$ cat src/rtl/xe4_audio_synth.sv
// Multi-channel square-wave tone synth with a CPU register window and a stereo PWM mixer.
// Latency: register reads one cycle, writes on the same edge. Backpressure: none (CPU accesses always complete).
// Optional per-channel LFSR noise mode is enabled by defining XE4_AUDIO_NOISE_EN.
module xe4_audio_synth #(
  parameter int         NUM_CH    = 3,
  parameter int         PERIOD_W  = 13,
  parameter int         VOL_W     = 5,
  parameter logic [9:0] BASE_ADDR = 10'h004,
  parameter int         CLK_DIV   = 25,
  parameter int         TONE_DIV  = 16,
  parameter int         DUR_DIV   = 20000,
  parameter int         PWM_DIV   = 2
) (
  input  logic        sysclk,
  input  logic        reset,
  input  logic [15:0] Address,
  input  logic [7:0]  InData,
  input  logic        we,
  output logic [7:0]  OutData,
  output logic        LeftChannel,
  output logic        RightChannel
);

  localparam int MIX_W    = VOL_W + $clog2(NUM_CH + 1);
  localparam int TONE_CYC = CLK_DIV * TONE_DIV;
  localparam int DUR_CYC  = CLK_DIV * DUR_DIV;
  localparam int TONE_PW  = $clog2(TONE_CYC + 1);
  localparam int DUR_PW   = $clog2(DUR_CYC + 1);
  localparam int PWM_PW   = $clog2(PWM_DIV + 1);
  localparam logic [7:0]       PER_HI_MASK = 8'(((1 << PERIOD_W) - 1) >> 8);
  localparam logic [MIX_W-1:0] PWM_TOP     = '1;

  typedef enum logic [1:0] {
    ST_IDLE    = 2'd0,
    ST_PENDING = 2'd1,
    ST_PLAYING = 2'd2
  } ch_state_t;

  logic       hit;
  logic       ch_ok;
  logic       wr_en;
  logic [2:0] ch_idx;
  logic [2:0] reg_idx;

  assign hit     = (Address[15:6] == BASE_ADDR);
  assign ch_idx  = Address[5:3];
  assign reg_idx = Address[2:0];
  assign ch_ok   = (int'(ch_idx) < NUM_CH);
  assign wr_en   = hit && we && ch_ok;

  logic [7:0]       per_lo [NUM_CH];
  logic [7:0]       per_hi [NUM_CH];
  logic [7:0]       dur_lo [NUM_CH];
  logic [7:0]       dur_hi [NUM_CH];
  logic [VOL_W-1:0] vol_r  [NUM_CH];
  logic [NUM_CH-1:0] cfg_pan_l;
  logic [NUM_CH-1:0] cfg_pan_r;
`ifdef XE4_AUDIO_NOISE_EN
  logic [NUM_CH-1:0] cfg_noise;
`endif

  always_ff @(posedge sysclk or posedge reset) begin
    if (reset) begin
      for (int c = 0; c < NUM_CH; c++) begin
        per_lo[c] <= '0;
        per_hi[c] <= '0;
        dur_lo[c] <= '0;
        dur_hi[c] <= '0;
        vol_r[c]  <= '0;
      end
      cfg_pan_l <= '0;
      cfg_pan_r <= '0;
`ifdef XE4_AUDIO_NOISE_EN
      cfg_noise <= '0;
`endif
    end else if (wr_en) begin
      for (int c = 0; c < NUM_CH; c++) begin
        if (ch_idx == 3'(c)) begin
          case (reg_idx)
            3'd0: per_lo[c] <= InData;
            3'd1: per_hi[c] <= InData & PER_HI_MASK;
            3'd2: dur_lo[c] <= InData;
            3'd3: dur_hi[c] <= InData;
            3'd4: vol_r[c]  <= InData[VOL_W-1:0];
            3'd5: begin
              cfg_pan_l[c] <= InData[0];
              cfg_pan_r[c] <= InData[1];
`ifdef XE4_AUDIO_NOISE_EN
              cfg_noise[c] <= InData[2];
`endif
            end
            default: ;
          endcase
        end
      end
    end
  end

  // Start/stop are write strobes only; they are never stored, so they read back 0.
  logic [NUM_CH-1:0] start_req;
  logic [NUM_CH-1:0] stop_req;

  always_comb begin
    start_req = '0;
    stop_req  = '0;
    for (int c = 0; c < NUM_CH; c++) begin
      if (wr_en && ch_idx == 3'(c) && reg_idx == 3'd5) begin
        start_req[c] = InData[7];
        stop_req[c]  = InData[6];
      end
    end
  end

  logic [TONE_PW-1:0] tone_pre;
  logic [DUR_PW-1:0]  dur_pre;
  logic [PWM_PW-1:0]  pwm_pre;
  logic               tone_tick;
  logic               dur_tick;
  logic               pwm_tick;

  assign tone_tick = (tone_pre == '0);
  assign dur_tick  = (dur_pre == '0);
  assign pwm_tick  = (pwm_pre == '0);

  always_ff @(posedge sysclk or posedge reset) begin
    if (reset) begin
      tone_pre <= TONE_PW'(TONE_CYC - 1);
      dur_pre  <= DUR_PW'(DUR_CYC - 1);
      pwm_pre  <= PWM_PW'(PWM_DIV - 1);
    end else begin
      tone_pre <= tone_tick ? TONE_PW'(TONE_CYC - 1) : tone_pre - 1'b1;
      dur_pre  <= dur_tick  ? DUR_PW'(DUR_CYC - 1)   : dur_pre - 1'b1;
      pwm_pre  <= pwm_tick  ? PWM_PW'(PWM_DIV - 1)   : pwm_pre - 1'b1;
    end
  end

  logic [NUM_CH-1:0] ch_pend;
  logic [NUM_CH-1:0] ch_play;
  logic [NUM_CH-1:0] act_pan_l;
  logic [NUM_CH-1:0] act_pan_r;
  logic [VOL_W-1:0]  lvl [NUM_CH];

  for (genvar g = 0; g < NUM_CH; g++) begin : g_ch
    ch_state_t         state_q;
    ch_state_t         state_d;
    logic              load;
    logic              expire;
    logic              lvl_on;
    logic [PERIOD_W-1:0] cfg_per;
    logic [PERIOD_W-1:0] act_per;
    logic [PERIOD_W-1:0] tcnt;
    logic [15:0]       dcnt;
    logic [VOL_W-1:0]  act_vol;
    logic              phase;
    logic              pl_q;
    logic              pr_q;

    assign cfg_per = PERIOD_W'({per_hi[g], per_lo[g]});
    assign expire  = (state_q == ST_PLAYING) && tone_tick && (tcnt == '0);

    always_comb begin
      state_d = state_q;
      load    = 1'b0;
      case (state_q)
        ST_IDLE: begin
          if (start_req[g]) state_d = ST_PENDING;
        end
        ST_PENDING: begin
          if (!start_req[g] && dur_tick) begin
            state_d = ST_PLAYING;
            load    = 1'b1;
          end
        end
        ST_PLAYING: begin
          if (start_req[g])                  state_d = ST_PENDING;
          else if (dur_tick && dcnt == '0)   state_d = ST_IDLE;
        end
        default: state_d = ST_IDLE;
      endcase
      // Stop overrides everything, including a start in the same write.
      if (stop_req[g]) begin
        state_d = ST_IDLE;
        load    = 1'b0;
      end
    end

    always_ff @(posedge sysclk or posedge reset) begin
      if (reset) begin
        state_q <= ST_IDLE;
        act_per <= '0;
        tcnt    <= '0;
        dcnt    <= '0;
        act_vol <= '0;
        phase   <= 1'b0;
        pl_q    <= 1'b0;
        pr_q    <= 1'b0;
      end else begin
        state_q <= state_d;
        if (load) begin
          act_per <= cfg_per;
          tcnt    <= cfg_per;
          dcnt    <= {dur_hi[g], dur_lo[g]};
          act_vol <= vol_r[g];
          pl_q    <= cfg_pan_l[g];
          pr_q    <= cfg_pan_r[g];
          phase   <= 1'b0;
        end else if (state_q == ST_PLAYING && state_d == ST_PLAYING) begin
          if (dur_tick) dcnt <= dcnt - 1'b1;
          if (tone_tick) begin
            if (tcnt == '0) begin
              tcnt  <= act_per;
              phase <= ~phase;
            end else begin
              tcnt <= tcnt - 1'b1;
            end
          end
        end else if (state_d != ST_PLAYING) begin
          phase <= 1'b0;
        end
      end
    end

`ifdef XE4_AUDIO_NOISE_EN
    logic [16:0] lfsr;
    logic        act_noise;

    always_ff @(posedge sysclk or posedge reset) begin
      if (reset) begin
        lfsr      <= 17'h1;
        act_noise <= 1'b0;
      end else begin
        if (load)   act_noise <= cfg_noise[g];
        if (expire) lfsr      <= {lfsr[15:0], lfsr[16] ^ lfsr[13]};
      end
    end

    assign lvl_on = act_noise ? lfsr[0] : phase;
`else
    assign lvl_on = phase;
`endif

    assign lvl[g]       = (state_q == ST_PLAYING && lvl_on) ? act_vol : '0;
    assign ch_pend[g]   = (state_q == ST_PENDING);
    assign ch_play[g]   = (state_q == ST_PLAYING);
    assign act_pan_l[g] = pl_q;
    assign act_pan_r[g] = pr_q;
  end

  logic [7:0] rd_val;

  always_comb begin
    rd_val = '0;
    for (int c = 0; c < NUM_CH; c++) begin
      if (ch_idx == 3'(c)) begin
        case (reg_idx)
          3'd0: rd_val = per_lo[c];
          3'd1: rd_val = per_hi[c];
          3'd2: rd_val = dur_lo[c];
          3'd3: rd_val = dur_hi[c];
          3'd4: rd_val = 8'(vol_r[c]);
          3'd5: begin
            rd_val = {6'b0, cfg_pan_r[c], cfg_pan_l[c]};
`ifdef XE4_AUDIO_NOISE_EN
            rd_val[2] = cfg_noise[c];
`endif
          end
          3'd6: rd_val = {6'b0, ch_play[c], ch_pend[c]};
          default: rd_val = '0;
        endcase
      end
    end
  end

  always_ff @(posedge sysclk or posedge reset) begin
    if (reset)            OutData <= '0;
    else if (hit && !we)  OutData <= rd_val;
  end

  logic [MIX_W-1:0] mix_l;
  logic [MIX_W-1:0] mix_r;

  always_comb begin
    mix_l = '0;
    mix_r = '0;
    for (int c = 0; c < NUM_CH; c++) begin
      if (act_pan_l[c]) mix_l = mix_l + MIX_W'(lvl[c]);
      if (act_pan_r[c]) mix_r = mix_r + MIX_W'(lvl[c]);
    end
  end

  // Triangle holds each endpoint for two steps so a duty D is high for 2*D steps.
  logic [MIX_W-1:0] pwm_cnt;
  logic [MIX_W-1:0] duty_l;
  logic [MIX_W-1:0] duty_r;
  logic             pwm_up;

  always_ff @(posedge sysclk or posedge reset) begin
    if (reset) begin
      pwm_cnt <= '0;
      pwm_up  <= 1'b1;
      duty_l  <= '0;
      duty_r  <= '0;
    end else if (pwm_tick) begin
      if (pwm_up) begin
        if (pwm_cnt == PWM_TOP) begin
          pwm_up <= 1'b0;
          duty_l <= mix_l;
          duty_r <= mix_r;
        end else begin
          pwm_cnt <= pwm_cnt + 1'b1;
        end
      end else begin
        if (pwm_cnt == '0) pwm_up  <= 1'b1;
        else               pwm_cnt <= pwm_cnt - 1'b1;
      end
    end
  end

  assign LeftChannel  = (pwm_cnt < duty_l);
  assign RightChannel = (pwm_cnt < duty_r);

endmodule

$ cat config.mk
export PLATFORM = sky130hd
export DESIGN_NAME = xe4_audio_synth
export DESIGN_NICKNAME = d
export VERILOG_FILES = /design/src/rtl/xe4_audio_synth.sv
export SDC_FILE = /design/constraint.sdc
export NUM_CORES = 1
export LEC_CHECK = 0
export ABC_AREA = 1
export CAP_MARGIN = 40
export CORE_MARGIN = 4
export CORE_UTILIZATION = 63
export DETAILED_ROUTE_END_ITERATION = 8
export PLACE_DENSITY = 0.8
export SYNTH_ARGS = -nofsm -noshare
export SYNTH_HDL_FRONTEND = slang
export SYNTH_SLANG_ARGS = --single-unit
$ cat constraint.sdc
create_clock -name sysclk -period 14.3 [get_ports sysclk]
set_input_delay 2.145 -clock sysclk [delete_from_list [all_inputs] [get_ports sysclk]]
set_output_delay 2.145 -clock sysclk [all_outputs]
set_load 0.005 [all_outputs]
## Word level (Yosys, flattened, before mapping)

Index checks and enable logic that the tools add are counted.

| storage, ports and cells | value |
|---|---|
| flip-flop bits (word level) | 324 |
| latch bits | 0 |
| bits in writable memories | 0 |
| ROM bits | 0 |
| output and inout bits | 10 |
| word-level logic and storage cells | 278 |
| memories | 0 |

| cells by class | value |
|---|---|
| add/sub/neg operators | 15 |
| multiply operators | 0 |
| divide/modulo/power cells | 0 |
| $lt $le $gt $ge | 3 |
| eq/ne operators | 30 |
| shifts and indexed selects | 0 |
| mux-type cells | 93 |
| bitwise operators | 3 |
| reduce and logical (&&, ||, !) cells | 81 |

Operator list:

| operator | number |
|---|---|
| 8-bit one-hot mux with 7 select lines | 3 |
| 13-bit 2-to-1 mux | 12 |
| 16-bit 2-to-1 mux | 9 |
| 3-bit AND reduction | 23 |
| 7-bit 2-to-1 mux | 7 |
| 16-bit logical NOT | 3 |
| 16-bit by 1-bit subtractor with 16-bit output (second input constant) | 3 |
| 13-bit logical NOT | 3 |
| 13-bit by 1-bit subtractor with 13-bit output (second input constant) | 3 |
| 1-bit 2-to-1 mux | 33 |
| 2-bit 2-to-1 mux | 16 |
| 7-bit by 5-bit adder with 7-bit output | 4 |
| 5-bit 2-to-1 mux | 5 |
| 8-bit 2-to-1 mux | 3 |
| 1-bit logical AND | 21 |
| 19-bit logical NOT | 1 |
| 19-bit 2-to-1 mux | 1 |
| 19-bit by 1-bit subtractor with 19-bit output (second input constant) | 1 |
| 2-bit one-hot mux with 3 select lines | 3 |
| 2-bit nonzero test | 9 |
| 3-bit inequality test (second input constant) | 5 |
| 7-bit < comparator | 2 |
| 2-bit equality test (second input constant) | 6 |
| 2-bit AND reduction | 6 |
| other kinds (21) | 43 |

## Longest topological paths before layout

Gate-level depths: netlist (run 1).

| logic depth | value |
|---|---|
| depth after elaboration | 15 |
| gate-level depth with buffers | 20 |
| mapped depth without buffers | 20 |

## Worst setup path after synthesis (run 1)

No wires, ideal clock.

| timing path | value |
|---|---|
| path type | input-to-reg |
| from | input Address[13] |
| to | register g_ch[0].tcnt[0] |
| setup time | 0.119 ns |
| arrival | 3.438 ns |
| data required time | 14.181 ns |
| slack | 10.744 ns |
| stages on the path | 8 |
| buffers on the path | 1 |
| path through | nor2_1 nand2_1 nor3_4 nand4_1 nand3_2 clkbuf_1 o21ai_0 o21a_1 |

| between the ends | value |
|---|---|
| cells in the longest elaborated chain, start to end | 15 |

RTL lines:

| element | RTL line | text |
|---|---|---|
| start: declaration | 16 | `input logic [15:0] Address,` |
| 10-bit by 3-bit equality test with 1-bit output (*) | 45 | `assign hit = (Address[15:6] == BASE_ADDR);` |
| 1-bit logical AND (*) (2 in series) | 49 | `assign wr_en = hit && we && ch_ok;` |
| 1-bit logical AND (*) (2 in series) | 107 | `if (wr_en && ch_idx == 3'(c) && reg_idx == 3'd5) begin` |
| 1-bit 2-to-1 mux | 107 |  |
| 1-bit logical NOT | 169 | `if (!start_req[g] && dur_tick) begin` |
| 1-bit logical AND | 169 |  |
| 2-bit 2-to-1 mux | 169 |  |
| 2-bit one-hot mux with 3 select lines | 164 | `case (state_q)` |
| 2-bit 2-to-1 mux | 181 | `if (stop_req[g]) begin` |
| 2-bit equality test | 207 | `end else if (state_q == ST_PLAYING && state_d == ST_PLAYING) begin` |
| 1-bit logical AND | 207 |  |
| 2-bit nonzero test (no source line) | - |  |
| 2-bit AND reduction (no source line) | - |  |
| end signal: assignment | 201 | `tcnt <= cfg_per;` |
| end signal: assignment | 211 | `tcnt <= act_per;` |
| end signal: assignment | 214 | `tcnt <= tcnt - 1'b1;` |
| end: declaration | 151 | `logic [PERIOD_W-1:0] tcnt;` |

Mark *: on every way between the ends. The rest lies on a longest branch, timed or not.
A chain may end at the register's enable or synchronous reset.

## Final worst setup path (run 1)

| timing path | value |
|---|---|
| from | register pwm_cnt[4] |
| to | output LeftChannel |

| between the ends | value |
|---|---|
| cells in the longest elaborated chain, start to end | 1 |

RTL lines:

| element | RTL line | text |
|---|---|---|
| start: declaration | 292 | `logic [MIX_W-1:0] pwm_cnt;` |
| start signal: assignment | 310 | `pwm_cnt <= pwm_cnt + 1'b1;` |
| start signal: assignment | 314 | `else pwm_cnt <= pwm_cnt - 1'b1;` |
| 7-bit < comparator | 319 | `assign LeftChannel = (pwm_cnt < duty_l);` |
| end: declaration | 20 | `output logic LeftChannel,` |

No other way between the ends.

==> flow_summary_export.csv, run 1 <==
group,metric,value,unit
power_and_ir_drop,ir_worst_vdd,107.7,uV
logic_synthesis,yosys.area_share.simple,25.38,%
grt,grt_overflow,0,
cts,cts_buffer_depth,3,
logic_synthesis,synth-seq-cells,324,
route,first_pass_iters,8,
cts,root_buffer,"clkbuf_16",
logic_synthesis,netlist_instances,2426,
logic_synthesis,synth_fa_ha_area_share,3.912,%
route,vias_per_cell,5.731,
sta,worst_pin_slew,1057,ps
grt,antenna_found_initial,1,
cts,cts_setup_buffers,0,
setup_path,rr_worst_depth,16,
sta,tns,0,ps
run,maxCapViolations,0,
setup_path,path_cells,"ha_1 -> a21oi_1 -> nor2_1 -> a2111oi_0 -> clkdlybuf4s50_1",
floorplanning,core_area,28630,um2
setup_path,worst_path_max_delay_cell,"clkdlybuf4s50_1",
logic_synthesis,synthesis.area,18230,um2
power_and_ir_drop,totalPowerFinal,0.001953,W
cells_and_area,layout-area-overhead-vs-synth,10.38,%
place,dpl.cell_count,2785,
logic_synthesis,postSynthAreaPerCell,7.514,um2
grt,grt_pass1_wl,79070,um
power_and_ir_drop,leakage,9.875,nW
sta,fin_crit_sh,33.54,%
cts,cts_sinks,324,
cells_and_area,nets,2520,
setup_path,timing.rr.start,"g_ch[0].state_q[0]",
sta,fmax,208.5,MHz
sta,holdWs,446.0,ps
setup_path,crit_path_end_kind,"primary output",
setup_path,cp.arrival,2650,ps
logic_synthesis,synth_async_sr_flop_share,100.0,%
floorplanning,rows,62,
sta,drv_slew,0,
setup_path,critical_path_class,"reg -> out",
route,drc,0,
cells_and_area,fillCellCount,2194,
place,dpl.hpwl,34490,um
cts,tritoncts,"yes",
floorplanning,io_pins,37,
floorplanning,die_area,31720,um2
logic_synthesis,synth_enable_flop_cells,0,
setup_path,slowest_delay,600,ps
cells_and_area,layout-drive-gt1-share,6.448,%
cts,numCtsBuffers,36,
cells_and_area,regArea,8132,um2
logic_synthesis,synth.distinct_cells,51,
logic_synthesis,synth_top_family_by_area,"simple AND/OR/NAND/NOR gates",
grt,track_usage,30.91,%
worst_hold_path,hp-class,"reg -> reg",
place,dp_slack,9140,ps
setup_path,start_kind,"register",
floorplanning,die_h,178.1,um
cts,cts_hold_buf,0,
grt,first_global_vias,15703,
setup_path,cp_max_fo,5,
sta,setup_slack,9503,ps
logic_synthesis,synth_compound_area_share,13.81,%
route,drtAntennaViolNets,0,
sta,hold_viol_final,0,
floorplanning,initial_core_util,63.69,%
sta,slew_headroom,29.56,%
cts,cts_max_level,2,
setup_path,cp_data_required_time,12150,ps
cts,ctsResizeCount,0,
logic_synthesis,muxShareOfSynthArea,0.1647,%
sta,setup_viol,0,
grt,grt_max_degree,188,
logic_synthesis,synth_ff_type,"dfrtp_1",
cells_and_area,fin_cells,2850,
setup_path,ff2ff_setup_slack,10740,ps
place,gp_congestion,0.9488,
logic_synthesis,synth-xor-area-share,3.459,%
power_and_ir_drop,power_density,97.07,nW/um2
route,drt_iter0_drc,1741,
sta,clock_skew,19.55,ps
logic_synthesis,synth_warnings,0,
worst_hold_path,hp-start,"pwm_pre[0]",
worst_hold_path,hold_end,"pwm_pre[0]",
route,wire_per_inst,17.01,um
sta,fin_crit,4797,ps
cts,clk_pin_slew,60,ps
sta,rsz0062_at_grt,"false",
logic_synthesis,seq_area_frac_synth,44.61,%
route,finalWirelength,48470,um
logic_synthesis,syn_nets,2507,
setup_path,r2r_end,"duty_r[5]",
place,io_buffers,36,
route,dr_total_vias,16332,
status,status,"finished clean",
cells_and_area,multi_input_area,8518,um2
cts,clkLatencyLatePin,530,ps
floorplanning,die_w,178.1,um
worst_hold_path,hold_depth,1,
cells_and_area,diodes,0,
-- placed cells by master, fill, tap and decap left out, types with 3 or more instances in the layout --
| cell type | instances |
|---|---|
| a21oi_1 | 54 |
| a221oi_1 | 3 |
| a22oi_1 | 3 |
| a31oi_1 | 5 |
| buf_4 | 7 |
| bufinv_16 | 4 |
| clkbuf_1 | 6 |
| clkbuf_16 | 38 |
| clkbuf_8 | 8 |
| clkdlybuf4s50_1 | 36 |
| clkinv_2 | 6 |
| dfrtp_1 | 305 |
| dfstp_2 | 19 |
| fa_1 | 5 |
| ha_1 | 49 |
| inv_1 | 312 |
| inv_2 | 21 |
| mux2i_1 | 3 |
| nand2_1 | 688 |
| nand2_2 | 8 |
| nand3_1 | 101 |
| nand3_2 | 5 |
| nand4_1 | 38 |
| nor2_1 | 202 |
| nor2_2 | 10 |
| nor2_4 | 5 |
| nor3_1 | 23 |
| o2111ai_1 | 6 |
| o211ai_1 | 20 |
| o21a_1 | 5 |
| o21ai_0 | 242 |
| o21ai_1 | 80 |
| o221ai_1 | 9 |
| o22ai_1 | 13 |
| o31ai_1 | 9 |
| or2_2 | 17 |
| xnor2_1 | 20 |
| xor2_1 | 52 |
-- report_power, final --
part / switching, W / internal [W] / total, W / leakage [nW]
clock network: 0.000384 / 0.000601 / 0.000985 / 0.624
logic: 0.0000394 / 0.0000109 / 0.0000503 / 5.06
registers: 0.000000284 / 0.000917 / 0.000918 / 4.19
total: 0.000424 / 0.00153 / 0.00195 / 9.88
-- worst max-delay path by stage --
stage / start / to / cells past startpoint
after floorplan: reset / OutData[0] / 1
after global placement: Address[8] / g_ch[2].dcnt[14] / 14
after detailed placement: Address[8] / g_ch[2].dcnt[14] / 14
after CTS: pwm_cnt[4] / LeftChannel / 5
after global routing: Address[8] / g_ch[2].dcnt[15] / 14
final: pwm_cnt[4] / LeftChannel / 5
-- routing by layer --
| metal | track usage (%) | share of wire (%) |
|---|---|---|
| met3 | 5.511 | 8.0 |
| met2 | 49.80 | 46 |
| met1 | 41.29 | 42 |
| met4 | 13.50 | 4.6 |
| met5 | 0 | 0.041 |
-- registers in the layout (all words and copies together) (netlist names), 6 cells and up --
| name | flops |
|---|---|
| g_ch.dcnt | 48 |
| g_ch.act_per | 39 |
| g_ch.cfg_per | 39 |
| g_ch.tcnt | 39 |
| dur_hi | 24 |
| dur_lo | 24 |
| dur_pre | 19 |
| g_ch.act_vol | 15 |
| vol_r | 15 |
| tone_pre | 9 |
| OutData | 8 |
| duty_l | 7 |
| duty_r | 7 |
| pwm_cnt | 7 |
| g_ch.state_q | 6 |
-- logic make-up after synthesis --
group | Yosys count
simple gates | 1109
compound gates | 459
buf+inv | 405
flops | 324
xor+xnor | 72
fa+ha+maj | 54
mux | 3
-- area by class of cell --
cell class / instances / area share (%)
inverters: 335 / 6.287
multi-input cells: 1697 / 42.33
clock inverters: 13 / 0.9078
clock buffers: 52 / 5.385
flip-flops and latches: 324 / 40.41
well taps: 384 / 2.388
repair buffers: 45 / 2.288
-- worst max-delay path: cells and delay by family (launching register included) --
family          cells  cell delay, ps
fa+ha+maj           1             360
flops               1             480
simple gates        1              60
compound gates      2             630
buf+inv             1             600
-- cells in the mapped netlist, drive strengths merged, types with 26 or more instances --
master	number	area, um2
a21oi	54	270.3
buf	35	191.4
clkbuf	35	131.4
dfrtp	305	7632
ha	49	613.1
inv	334	1254
nand2	697	2644
nand3	106	555.5
nand4	38	237.7
nor2	217	877.1
nor3	26	151.4
o21ai	322	1612
xor2	52	455.4
-- metrics by stage --
| stage | area [um2] | util (%) |
|---|---|---|
| floorplan | 18230 | - |
| global placement | 18830 | 65.77 |
| detailed placement | 18860 | 65.87 |
| CTS | 20120 | 70.29 |
| global route | 20120 | 70.29 |
| finish | 20120 | 70.29 |
Power figures use the tool's default switching activity.
==> run 2: changes to the inputs <==
Clock period 14.3 ns to 4.6 ns, I/O delays scaled along.
==> run 2 against run 1 <==
Compared with the run above: hold slack worse by 2.8 ps; power increased to 3.1 times the previous value; worst setup slack got worse by 8700 ps; sequential share of layout area decreased by 0.20 points; design area up 0.49%; clock power increased to 3.1 times the previous value; highest routed layer unchanged.
==> flow_summary_export.csv, run 2 (same netlist as run 1, synthesis figures left out) <==
group,metric,value,unit
cts,cts_max_level,2,
route,drc,0,
cts,numCtsBuffers,38,
setup_path,cp_data_required_time,4990,ps
setup_path,worst-path-buf-inv,3,
cells_and_area,mostFrequentLayoutCells,"nand2_1 (688), inv_1 (312), dfrtp_1 (305)",
sta,holdWs,443.2,ps
place,dpl.hpwl,35450,um
cts,cts_hold_buf,0,
setup_path,rr_worst_depth,19,
setup_path,worst_path_max_delay_cell,"dfrtp_1",
place,dp_slack,1024,ps
setup_path,start_kind,"register",
setup_path,startpoint,"g_ch[0].state_q[1]",
sta,worst_pin_slew,857.2,ps
worst_hold_path,hp-start,"pwm_pre[0]",
setup_path,timing.rr.start,"g_ch[0].state_q[1]",
cells_and_area,multi_input_area,8518,um2
floorplanning,io_pins,37,
setup_path,critical_path_class,"reg -> reg",
floorplanning,core_area,28630,um2
cts,cts_sinks,324,
place,io_buffers,36,
grt,grt_overflow,0,
setup_path,path_delay_family,"simple AND/OR/NAND/NOR gates",
status,status,"finished clean",
setup_path,path_cells,"inv_1 -> nor2_1 -> nand2_1 -> nor3_1 -> ha_1 -> inv_1 -> fa_1 -> xnor2_1 -> mux2i_1 -> inv_1 -> ha_1 -> a21oi_1 -> nand2_1 -> nand2_1 -> nand2_1 -> a21oi_1 -> nor2_1 -> xor2_1 -> a21oi_1",
sta,clock_skew,19.84,ps
power_and_ir_drop,power_density,299.0,nW/um2
cts,ctsResizeCount,0,
sta,fin_crit_sh,82.13,%
grt,antenna_found_initial,0,
sta,fin_crit,3778,ps
cells_and_area,layout-drive-gt1-share,6.976,%
setup_path,cp.arrival,4170,ps
floorplanning,rows,62,
route,dr_total_vias,16518,
sta,setup_slack,822.1,ps
cts,clk_pin_slew,60,ps
sta,drv_slew,0,
grt,track_usage,31.61,%
setup_path,cp_common_cell,"nand2_1",
cts,root_buffer,"clkbuf_16",
floorplanning,die_area,31720,um2
worst_hold_path,hp-class,"reg -> reg",
power_and_ir_drop,totalPowerFinal,0.006047,W
cts,clkLatencyLatePin,530,ps
route,first_pass_iters,6,
cells_and_area,top_register,"g_ch.dcnt",
place,place_area,18940,um2
route,wire_per_inst,17.32,um
run,maxCapViolations,0,
cells_and_area,largest_reg_flops,48,
grt,first_global_vias,15910,
route,finalWirelength,49600,um
cells_and_area,layout-area-overhead-vs-synth,10.92,%
cells_and_area,diodes,0,
floorplanning,initial_core_util,63.69,%
route,drtAntennaViolNets,0,
sta,hold_viol_final,0,
setup_path,slowest_delay,410,ps
grt,grt_max_degree,69,
floorplanning,die_w,178.1,um
cts,tritoncts,"yes",
cells_and_area,fillCellCount,2260,
cells_and_area,regArea,8132,um2
power_and_ir_drop,ir_worst_vdd,378.7,uV
power_and_ir_drop,leakage,9.925,nW
cts,cts_setup_buffers,0,
sta,setup_viol,0,
cts,cts_buffer_depth,3,
worst_hold_path,hold_depth,1,
route,vias_per_cell,5.767,
route,drt_iter0_drc,1631,
grt,grt_pass1_wl,80670,um
setup_path,cp_max_fo,9,
floorplanning,die_h,178.1,um
sta,slew_headroom,42.79,%
setup_path,r2r_end,"duty_r[5]",
setup_path,ff2ff_setup_slack,820,ps
setup_path,crit_path_end_kind,"register",
cells_and_area,final_common_cell,"nand2_1",
sta,rsz0062_at_grt,"false",
place,gp_congestion,1.003,
cells_and_area,final_area,20220,um2
cells_and_area,nets,2532,
sta,fmax,264.7,MHz
worst_hold_path,hold_end,"pwm_pre[0]",
run 2: final cells by class:
cell class / instances / area share (%)
Clock buffer: 56 / 5.687
Tap cell: 384 / 2.376
Clock inverter: 13 / 0.6250
Timing Repair Buffer: 55 / 2.735
Inverter: 335 / 6.237
Multi-Input combinational cell: 1697 / 42.13
Sequential cell: 324 / 40.21
run 2: worst max path at each step:
stage / endpoint / cells after the start
floorplan: OutData[0] / 1
global placement: duty_l[5] / 19
detailed placement: duty_r[5] / 19
CTS: duty_r[5] / 19
global route: duty_r[5] / 19
finish: duty_r[5] / 19
run 2: stage by stage:
stage / util, % / TNS (ps) / instances
floorplan: - / -121160 / 2426
global placement: 66.11 / 0 / 2794
detailed placement: 66.18 / 0 / 2795
CTS: 70.64 / 0 / 2864
global route: 70.64 / 0 / 2864
finish: 70.64 / 0 / 2864
run 2: metal layers:
metal,wire length [um],track usage (%)
met2,22850,50.37
met3,4333,6.422
met1,20660,43.35
met5,41,0
met4,1714,11.18
run 2: worst reg2reg max path: cells and delay by family, from the launching register on:
kind	cells	cell delay [ps]
simple gates	7	1190
fa+ha+maj	3	960
flops	1	410
compound gates	3	380
xor+xnor	2	340
buf+inv	3	220
mux	1	160
run 2: power by group:
group | switching [W] | internal (W)
combinational | 0.000126 | 0.0000400
clock | 0.00118 | 0.00185
sequential | 0.000000799 | 0.00285
total | 0.00131 | 0.00474
